===== src/rtl/logistic_pdm_snd.sv =====
// Logistic-map sound generator: x <- r*x*(1-x) retunes N_OSC square-wave
// oscillators round-robin; the oscillator sum leaves through a first-order PDM.

module logistic_pdm_osc #(
    parameter int PHASE_BITS = 16
) (
    input  logic                  clk,
    input  logic                  reset,
    input  logic                  en,
    input  logic                  load,
    input  logic [PHASE_BITS-1:0] load_inc,
    output logic                  osc
);
    logic [PHASE_BITS-1:0] inc;
    logic [PHASE_BITS-1:0] phase;

    // A retune lands even while paused; only the phase walk obeys en.
    always_ff @(posedge clk) begin
        if (reset) begin
            inc   <= '0;
            phase <= '0;
        end else begin
            if (load) inc <= load_inc;
            if (en) phase <= phase + inc;
        end
    end

    assign osc = phase[PHASE_BITS-1];
endmodule

module logistic_pdm_snd #(
    parameter int N_OSC      = 8,
    parameter int ITER_LEN   = 15361,
    parameter int R_INC      = 2,
    parameter int FRAC       = 16,
    parameter int PHASE_BITS = 16,
    parameter int FREQ_RES   = 0,
    parameter int R_MIN_INT  = 3
) (
    input  logic                       clk,
    input  logic                       reset,
    input  logic                       en,
    input  logic                       r_mode,
    output logic                       snd,
    output logic [$clog2(N_OSC+1)-1:0] mix,
    output logic [FRAC-1:0]            x_out,
    output logic [FRAC+1:0]            r_out,
    output logic                       iter_strobe
);
    localparam int MIX_W  = $clog2(N_OSC+1);
    localparam int CNT_W  = $clog2(ITER_LEN);
    localparam int SLOT_W = $clog2(N_OSC);
    localparam int ACC_W  = $clog2(N_OSC);
    localparam int SUM_W  = MIX_W + 1;
    localparam int RW     = FRAC + 2;
    localparam int RW3    = FRAC + 3;
    localparam int PW     = 2*FRAC + 2;

    localparam logic [1:0]      RMI    = R_MIN_INT[1:0];
    localparam logic [FRAC:0]   ONE    = {1'b1, {FRAC{1'b0}}};
    localparam logic [RW-1:0]   R_MIN  = {RMI, {FRAC{1'b0}}};
    localparam logic [RW3-1:0]  FOUR   = {3'b100, {FRAC{1'b0}}};
    localparam logic [RW3-1:0]  R_STEP = RW3'(R_INC);
    localparam logic [RW-1:0]   Y_TOP  = {2'b01, {FRAC{1'b0}}};

    logic [CNT_W-1:0]  cnt;
    logic              tick;
    logic [1:0]        vld_pipe;
    logic [FRAC-1:0]   x, p, p_nxt, y;
    logic [FRAC:0]     one_m_x;
    logic [PW-1:0]     xp, rp;
    logic [RW-1:0]     y_raw;
    logic [RW-1:0]     r, r_nxt;
    logic [RW3-1:0]    r_up, r_dn;
    logic              dir_up, dir_nxt;
    logic [SLOT_W-1:0] slot;
    logic              last_slot;
    logic [PHASE_BITS-1:0] inc_new;
    logic [N_OSC-1:0]  osc;
    logic [MIX_W-1:0]  pop;
    logic [ACC_W-1:0]  acc;
    logic [SUM_W-1:0]  s;

    assign tick = en && (cnt == CNT_W'(ITER_LEN-1));

    always_ff @(posedge clk) begin
        if (reset) cnt <= '0;
        else if (en) cnt <= (cnt == CNT_W'(ITER_LEN-1)) ? '0 : cnt + 1'b1;
    end

    // Stage 1: p = x*(1-x); stage 2: y = r*p with saturation and a floor of 1.
    assign one_m_x = ONE - {1'b0, x};
    assign xp      = PW'(x) * PW'(one_m_x);
    assign p_nxt   = FRAC'(xp >> FRAC);
    assign rp      = PW'(r) * PW'(p);
    assign y_raw   = RW'(rp >> FRAC);

    always_comb begin
        y = y_raw[FRAC-1:0];
        if (y_raw >= Y_TOP)  y = '1;
        else if (y_raw == '0) y = FRAC'(1);
    end

    assign inc_new   = PHASE_BITS'((y >> (FRAC-PHASE_BITS)) >> FREQ_RES);
    assign last_slot = (slot == SLOT_W'(N_OSC-1));
    assign r_up      = RW3'(r) + R_STEP;
    assign r_dn      = RW3'(r) - R_STEP;

    always_comb begin
        r_nxt   = r;
        dir_nxt = dir_up;
        if (!r_mode) begin
            r_nxt = (r_up >= FOUR) ? R_MIN : RW'(r_up);
        end else if (dir_up) begin
            if (r_up >= FOUR) begin
                r_nxt   = '1;
                dir_nxt = 1'b0;
            end else begin
                r_nxt = RW'(r_up);
            end
        end else begin
            if (RW3'(r) <= RW3'(R_MIN) + R_STEP) begin
                r_nxt   = R_MIN;
                dir_nxt = 1'b1;
            end else begin
                r_nxt = RW'(r_dn);
            end
        end
    end

    // In-flight stages finish regardless of en; reset drops them.
    always_ff @(posedge clk) begin
        if (reset) begin
            vld_pipe <= '0;
            p        <= '0;
            x        <= {1'b1, {(FRAC-1){1'b0}}};
            r        <= R_MIN;
            dir_up   <= 1'b1;
            slot     <= '0;
        end else begin
            vld_pipe <= {vld_pipe[0], tick};
            if (tick) p <= p_nxt;
            if (vld_pipe[0]) begin
                x    <= y;
                slot <= last_slot ? '0 : slot + 1'b1;
                if (last_slot) begin
                    r      <= r_nxt;
                    dir_up <= dir_nxt;
                end
            end
        end
    end

    for (genvar i = 0; i < N_OSC; i++) begin : g_lane
        logistic_pdm_osc #(.PHASE_BITS(PHASE_BITS)) u_osc (
            .clk      (clk),
            .reset    (reset),
            .en       (en),
            .load     (vld_pipe[0] && (slot == SLOT_W'(i))),
            .load_inc (inc_new),
            .osc      (osc[i])
        );
    end

    always_comb begin
        pop = '0;
        for (int i = 0; i < N_OSC; i++) pop = pop + MIX_W'(osc[i]);
    end

    // First-order error feedback: the residue stays below N_OSC, so density is exact.
    assign s = SUM_W'(acc) + SUM_W'(mix);

    always_ff @(posedge clk) begin
        if (reset) begin
            mix <= '0;
            acc <= '0;
            snd <= 1'b0;
        end else begin
            mix <= pop;
            if (s >= SUM_W'(N_OSC)) begin
                snd <= 1'b1;
                acc <= ACC_W'(s - SUM_W'(N_OSC));
            end else begin
                snd <= 1'b0;
                acc <= ACC_W'(s);
            end
        end
    end

    assign x_out       = x;
    assign r_out       = r;
    assign iter_strobe = vld_pipe[1];
endmodule


===== config.mk =====
export PLATFORM = sky130hd
export DESIGN_NAME = logistic_pdm_snd
export DESIGN_NICKNAME = d
export VERILOG_FILES = /design/src/rtl/logistic_pdm_snd.sv
export SDC_FILE = /design/constraint.sdc
export NUM_CORES = 2
export LEC_CHECK = 0
export BUFFER_PORTS_ARGS = -buffer_cell sky130_fd_sc_hd__buf_2
export CORE_MARGIN = 1
export CORE_UTILIZATION = 35
export DETAILED_ROUTE_END_ITERATION = 16
export PLACE_DENSITY_LB_ADDON = 0.08
export SLEW_MARGIN = 20
export SYNTH_ARGS = -nofsm -noshare
export SYNTH_HDL_FRONTEND = slang
export SYNTH_SLANG_ARGS = --single-unit

===== constraint.sdc =====
create_clock -name clk -period 21.6 [get_ports clk]
set_input_delay 1.08 -clock clk [delete_from_list [all_inputs] [get_ports clk]]
set_output_delay 1.08 -clock clk [all_outputs]
set_load 0.1 [all_outputs]

# == Word-level counts from Yosys, hierarchy flattened ==
# Index checks and enable logic that the tools add are counted.
# totals
word_cells,89
in_bits,4
reg_bits,334
# op_classes
n_addsub,22
order_cmp,4
mul,2
mux,14
eq_ne,8
reduce_logical,13
# op_table
cell,count
$add 16x16->16,8
$mux 18,5
$mul 18x16->34,1
$mul 16x17->32,1
$mux 16,2
$add 18x2->19 const B,1
$ge 19x19->1 const B,1
$ge 18x17->1 const B,1
$le 18x18->1 const B,1
$logic_not 18->1,1
$sub 18x2->18 const B,1
$sub 17x16->17 const A,1
$add 4x1->4,4
$add 14x1->14 const B,1
$eq 14x14->1 const B,1
$mux 14,1
$eq 3x3->1 const B,4
$logic_and 1x1->1,9
$eq 3x2->1 const B,2
$mux 3,2
$add 3x4->5,1
$ge 5x4->1 const B,1
$add 3x1->4,1
$mux 1,4
other kinds (8),8

# == Logic depth before layout (Yosys ltp) ==
# logic_depth
depth_word,7
ltp_mapped,33
ltp_nobuf,31

# == Cells and area by module ==
# From an unflattened synthesis, not the netlist that was laid out.
# hier_totals
cells_unflattened,4175
area_unflattened_um2,36897.9
# modules_own_cells
module,cells_per_inst,area_each_um2,instances
logistic_pdm_snd,2565,22451.5,1
logistic_pdm_osc (g_lane[0].u_osc ...),199,1791.7,7
logistic_pdm_osc (g_lane[3].u_osc),217,1904.3,1

# == Worst setup path before layout ==
# OpenSTA, ideal clock, no wires.
# synth_timing
path_type,register -> register
from,reg x[1] (netlist: x_out[1])
to,reg p[12]
setup_time_ps,117
setup_slack_ps,13395
period_less_slack_ps,8205
arrival_time_ps,8089
n_path_buf,2
stages_incl_launch_ff,34
cell_sequence,dfxtp_1 > clkbuf_1 > inv_1 > ha_1 > nor3b_1 > nand2b_1 > nor3_1 > nand2b_1 > nor2_1 > ha_1 > clkbuf_1 > nand2b_1 > fa_1 > inv_1 > fa_1 > inv_1 > fa_1 > inv_1 > fa_1 > inv_1 > fa_1 > inv_1 > fa_1 > ha_1 > a21o_1 > a21o_1 > a21oi_1 > o311ai_1 > a21oi_2 > a21boi_1 > a311o_1 > a21oi_1 > xnor2_1 > a22o_1
# synth_via
elab_chain_len,2
# synth_lines
element,line_no,text
start: declaration,69,"logic [FRAC-1:0] x, p, p_nxt, y;"
start signal: assignment,136,"x <= {1'b1, {(FRAC-1){1'b0}}};"
start signal: assignment,144,x <= y;
$sub 17x16->17,92,"assign one_m_x = ONE - {1'b0, x};"
$mul 16x17->32 *,93,assign xp = PW'(x) * PW'(one_m_x);
end signal: assignment,142,if (tick) p <= p_nxt;
end: declaration,69,
# Every way passes the cells marked *; elsewhere a longest branch is shown, timed or not.
# A chain may end at the register's enable or synchronous reset.

# == Worst setup path in the final report ==
# layout_timing
from,reg x[6] (netlist: x_out[6])
to,reg p[12]
# The elaborated chain is that of the path after synthesis.

==> qor.txt <==
H-tree Lvls - 2
Drt initial violations - 1235
Hold depth - 2
Leak Pwr - 0.0177 uW
Chip Height - 323 um
First-pass GRT wire length - 162 mm
Status - completed
Io pins - 44
Core Region - 102000 um2
Gr busiest metal - met2
Main synth FF type - dfxtp_1
Pins Over Slew Limit - 0
Startpoint Class - register
Port bufs - 43
Synth area leaders - fa_1 (24%), dfxtp_1 (19%), ha_1 (12%), inv_1 (5.5%), nor2_1 (5.2%)
CP Class - reg2reg
RSZ-0062 raised after global routing - no
Largest net degree at the start of global routing - 118
Post-CTS setup buffers - 0
WL/cell - 18.1 um
Seq pwr share - 44.0%
CTS clk-pin slew, worst paths - 0.07 ns
Peak Freq - 115 MHz
Share of cells above drive strength 1 - 5.31%
Met1 Use GR - 26.9%
Switch Pwr - 343 uW
Seq/Total Area, Yosys - 18.5%
Post-synth EDFFs - 0
Via count - 27200
HP Start - g_lane[3].u_osc.phase[13]$_SDFFE_PP0P_
Initial antenna violation count - 0
Crit end category - register
Sequential cell area - 6690 um2
Final nets - 4914
Max-cap violations - 0
Pre-Repair DR Iteration Count - 5
Post-route minimum period - 8.68 ns
Vias/cell - 4.92
CP arrival - 9.18 ns
Clk sinks - 334
Post-DP HPWL - 72.7 mm
Final period util - 40.2%
Number of CTS-inserted buffers - 45
Warnings, synthesis - 0
Slew HR - 26.5%
VDD IR-drop max - 47.4 uV
Global Route Usage Sum - 19.7%
Die W - 323 um
R2R cell count - 25
Number of global-route vias before repair - 28300
Worst Path Max Fanout - 24
CTS tree - done
Total gr overflow - 0
Worst R2R Start - x_out[6]$_SDFFE_PP0P_
Worst Hold Path EP - g_lane[3].u_osc.phase[13]$_SDFFE_PP0P_
Synth Area per Inst - 8.64 um2
WP data required - 22.10 ns
Switching share of power - 24.4%
Hold crit path type - reg2reg
Post-route ant nets - 0
Worst-margin pin slew - 1.10 ns
Multi-input gate area - 26600 um2
Setup tns final - 0 ns
Cts repair resizes - 0
Root buffer cell - clkbuf_16
Internal power - 1060 uW
Cts hold-fix bufs - 0
Synth async-reset ratio - 0%
M3 GR Usage - 1.83%
Site Rows - 117
Area delta synth->final - 8.47%
Final Hold Fails - 0
CTS Buffer Depth - 3
Logic pwr share - 3.1%
Tot Pwr - 1410 uW
Setup violators final - 0
Power density cells - 35.9 nW/um2
Synthesized area - 36100 um2
Synth cell types - 87
Starting Density - 35.4%
Seq cells post-synth - 334
# DRC - 0
Skew final - 0.0404 ns
Clk pwr share - 52.8%
Yosys top cell area share - 24.4%
R2r setup slk - 12.92 ns
Die area - 104000 um2
RePlAce Congestion - 0.826
Fill count - 10600
Cells after Synth - 4176
Reg-to-reg critical path endpoint - p[12]$_SDFFE_PP0P_
WL final - 99.8 mm
Global-route met2 utilization - 33.7%
Dominant cell type by area after synthesis - fa_1
Clk Latency, worst-skew pair - 0.62 ns
==> cell type report <==
class / instances / area share (%)
tap: 1368 / 4.38
timing repair buffer: 100 / 1.69
antenna: 2 / 0.0128
sequential: 334 / 17.1
inverter: 531 / 5.10
clock buffer: 67 / 3.32
clock inverter: 13 / 0.429
multi-input combinational: 3102 / 68.0
==> how the worst max path moves through the flow <==
stage	startpoint	endpoint	slack [ns]	cells after the start
after floorplan	x_out[1]$_SDFFE_PP0P_	p[12]$_SDFFE_PP0P_	13.39	33
after global placement	x_out[6]$_SDFFE_PP0P_	p[12]$_SDFFE_PP0P_	13.05	26
after detailed placement	x_out[6]$_SDFFE_PP0P_	p[12]$_SDFFE_PP0P_	12.93	25
after CTS	x_out[6]$_SDFFE_PP0P_	p[12]$_SDFFE_PP0P_	12.89	25
after global routing	x_out[6]$_SDFFE_PP0P_	p[12]$_SDFFE_PP0P_	12.35	25
final	x_out[6]$_SDFFE_PP0P_	p[12]$_SDFFE_PP0P_	12.92	25
==> through the flow <==
| stage | hold WS [ns] | utilization, % | instance area, um2 | worst slack, ns | std cells |
|---|---|---|---|---|---|
| finish | 0.467 | 38.4 | 39100 | 12.92 | 5517 |
| detailed placement | 0.450 | 36.9 | 37600 | 12.93 | 5435 |
| global placement | 0.446 | 36.9 | 37600 | 13.05 | 5435 |
| CTS | 0.467 | 38.4 | 39100 | 12.89 | 5515 |
| floorplan | 0.426 | - | 36100 | 13.39 | 4187 |
| global route | 0.482 | 38.4 | 39100 | 12.35 | 5515 |
==> metal layers <==
metal,routed length (um),share of wire (%)
met2,47200,47
met1,48000,48
met4,1880,1.9
met3,2630,2.6
met5,0,0
==> synth_stat cells, types with 9 or more instances <==
library cell,number
clkbuf_1,199
nand2b_1,170
nand2_1,310
mux2i_1,86
a21o_1,33
a21oi_1,162
xnor2_1,102
a31oi_1,23
fa_1,440
nand4_1,23
dfxtp_1,334
a211oi_1,106
a211oi_2,9
o21ai_1,11
and2_1,159
inv_1,530
o21ai_0,78
nor3_1,111
a41oi_1,10
xor2_1,45
nand3_1,52
nor2b_1,82
o211ai_1,12
nand3b_1,11
a22o_1,17
buf_1,12
nor2_1,499
o21bai_1,9
nor3b_1,10
and3_1,20
ha_1,356
==> power by group through the flow <==
stage                     clock (uW)  sequential [uW]  combinational, uW
after floorplan                    0              632               32.2
after global placement             0              632               44.7
after detailed placement           0              632               44.6
after CTS                        771              619               44.8
after global routing             793              619               49.3
final                            743              619               43.7
==> placed cells by master, fill, tap and decap left out, types with 8 or more instances in the layout <==
master     synthesis  routed
buf_2              3      41
clkbuf_8           0       9
nand3b_1          11      11
nor3_1           111     111
o21ai_1           11      11
mux2i_1           86      85
clkbuf_1         199      13
o21bai_1           9       9
a21o_1            33      33
o211ai_1          12      12
clkbuf_16          0      45
dfxtp_1          334     333
a41oi_1           10      10
a21boi_0           8       8
a21oi_1          162     162
o221ai_1           8       8
xnor2_1          102     101
and2_1           159     158
xor2_1            45      45
nand2_1          310     310
inv_1            530     529
a22o_1            17      17
nor2_1           499     497
conb_1             2      13
a211oi_2           9       9
and3_1            20      20
a211oi_1         106     106
ha_1             356     356
nand3_1           52      52
a31oi_1           23      23
nor3b_1           10      10
fa_1             440     440
nand4_1           23      23
buf_4              4      57
o21ai_0           78      78
nand2b_1         170     170
or3_1              8       8
nor2b_1           82      81
==> sequential cells by signal (all words and copies together) (netlist names) <==
name and flops:
cnt 14, p 16, x_out 16, vld_pipe 2
g_lane.u_osc.inc 128, slot 3, mix 4, r_out 18
snd 1, acc 3, g_lane.u_osc.phase 128, dir_up 1
==> kinds of logic (layout without fill, tap and decap cells) <==
kind of cell,Yosys count,count (layout),synth area share [%]
AO/OA/AOI/OAI,565,565,10.7
XOR/XNOR,148,148,3.62
multiplexers,89,89,2.48
AND/OR/NAND/NOR,1491,1491,19.9
adder cells (fa/ha/maj),796,796,36.8
buffers and inverters,751,711,7.91
other,2,15,0.0208
flip-flops,334,334,18.5
==> critical path: stages, from the launching register on <==
cell,delay [ns]
dfxtp_1,0.62
or4_1,0.64
or4_1,0.44
or3_1,0.37
inv_1,0.08
ha_1,0.38
nand2b_1,0.25
fa_1,0.56
inv_1,0.05
fa_1,0.58
fa_1,0.45
fa_1,0.54
inv_1,0.05
fa_1,0.47
inv_1,0.05
fa_1,0.44
ha_1,0.30
and4_1,0.16
o21ai_0,0.15
o311ai_1,0.80
a21oi_2,0.24
a21boi_1,0.29
a311o_1,0.26
a21oi_1,0.09
xnor2_1,0.13
a22o_1,0.19
No activity file was read; power rests on OpenSTA's default activity.
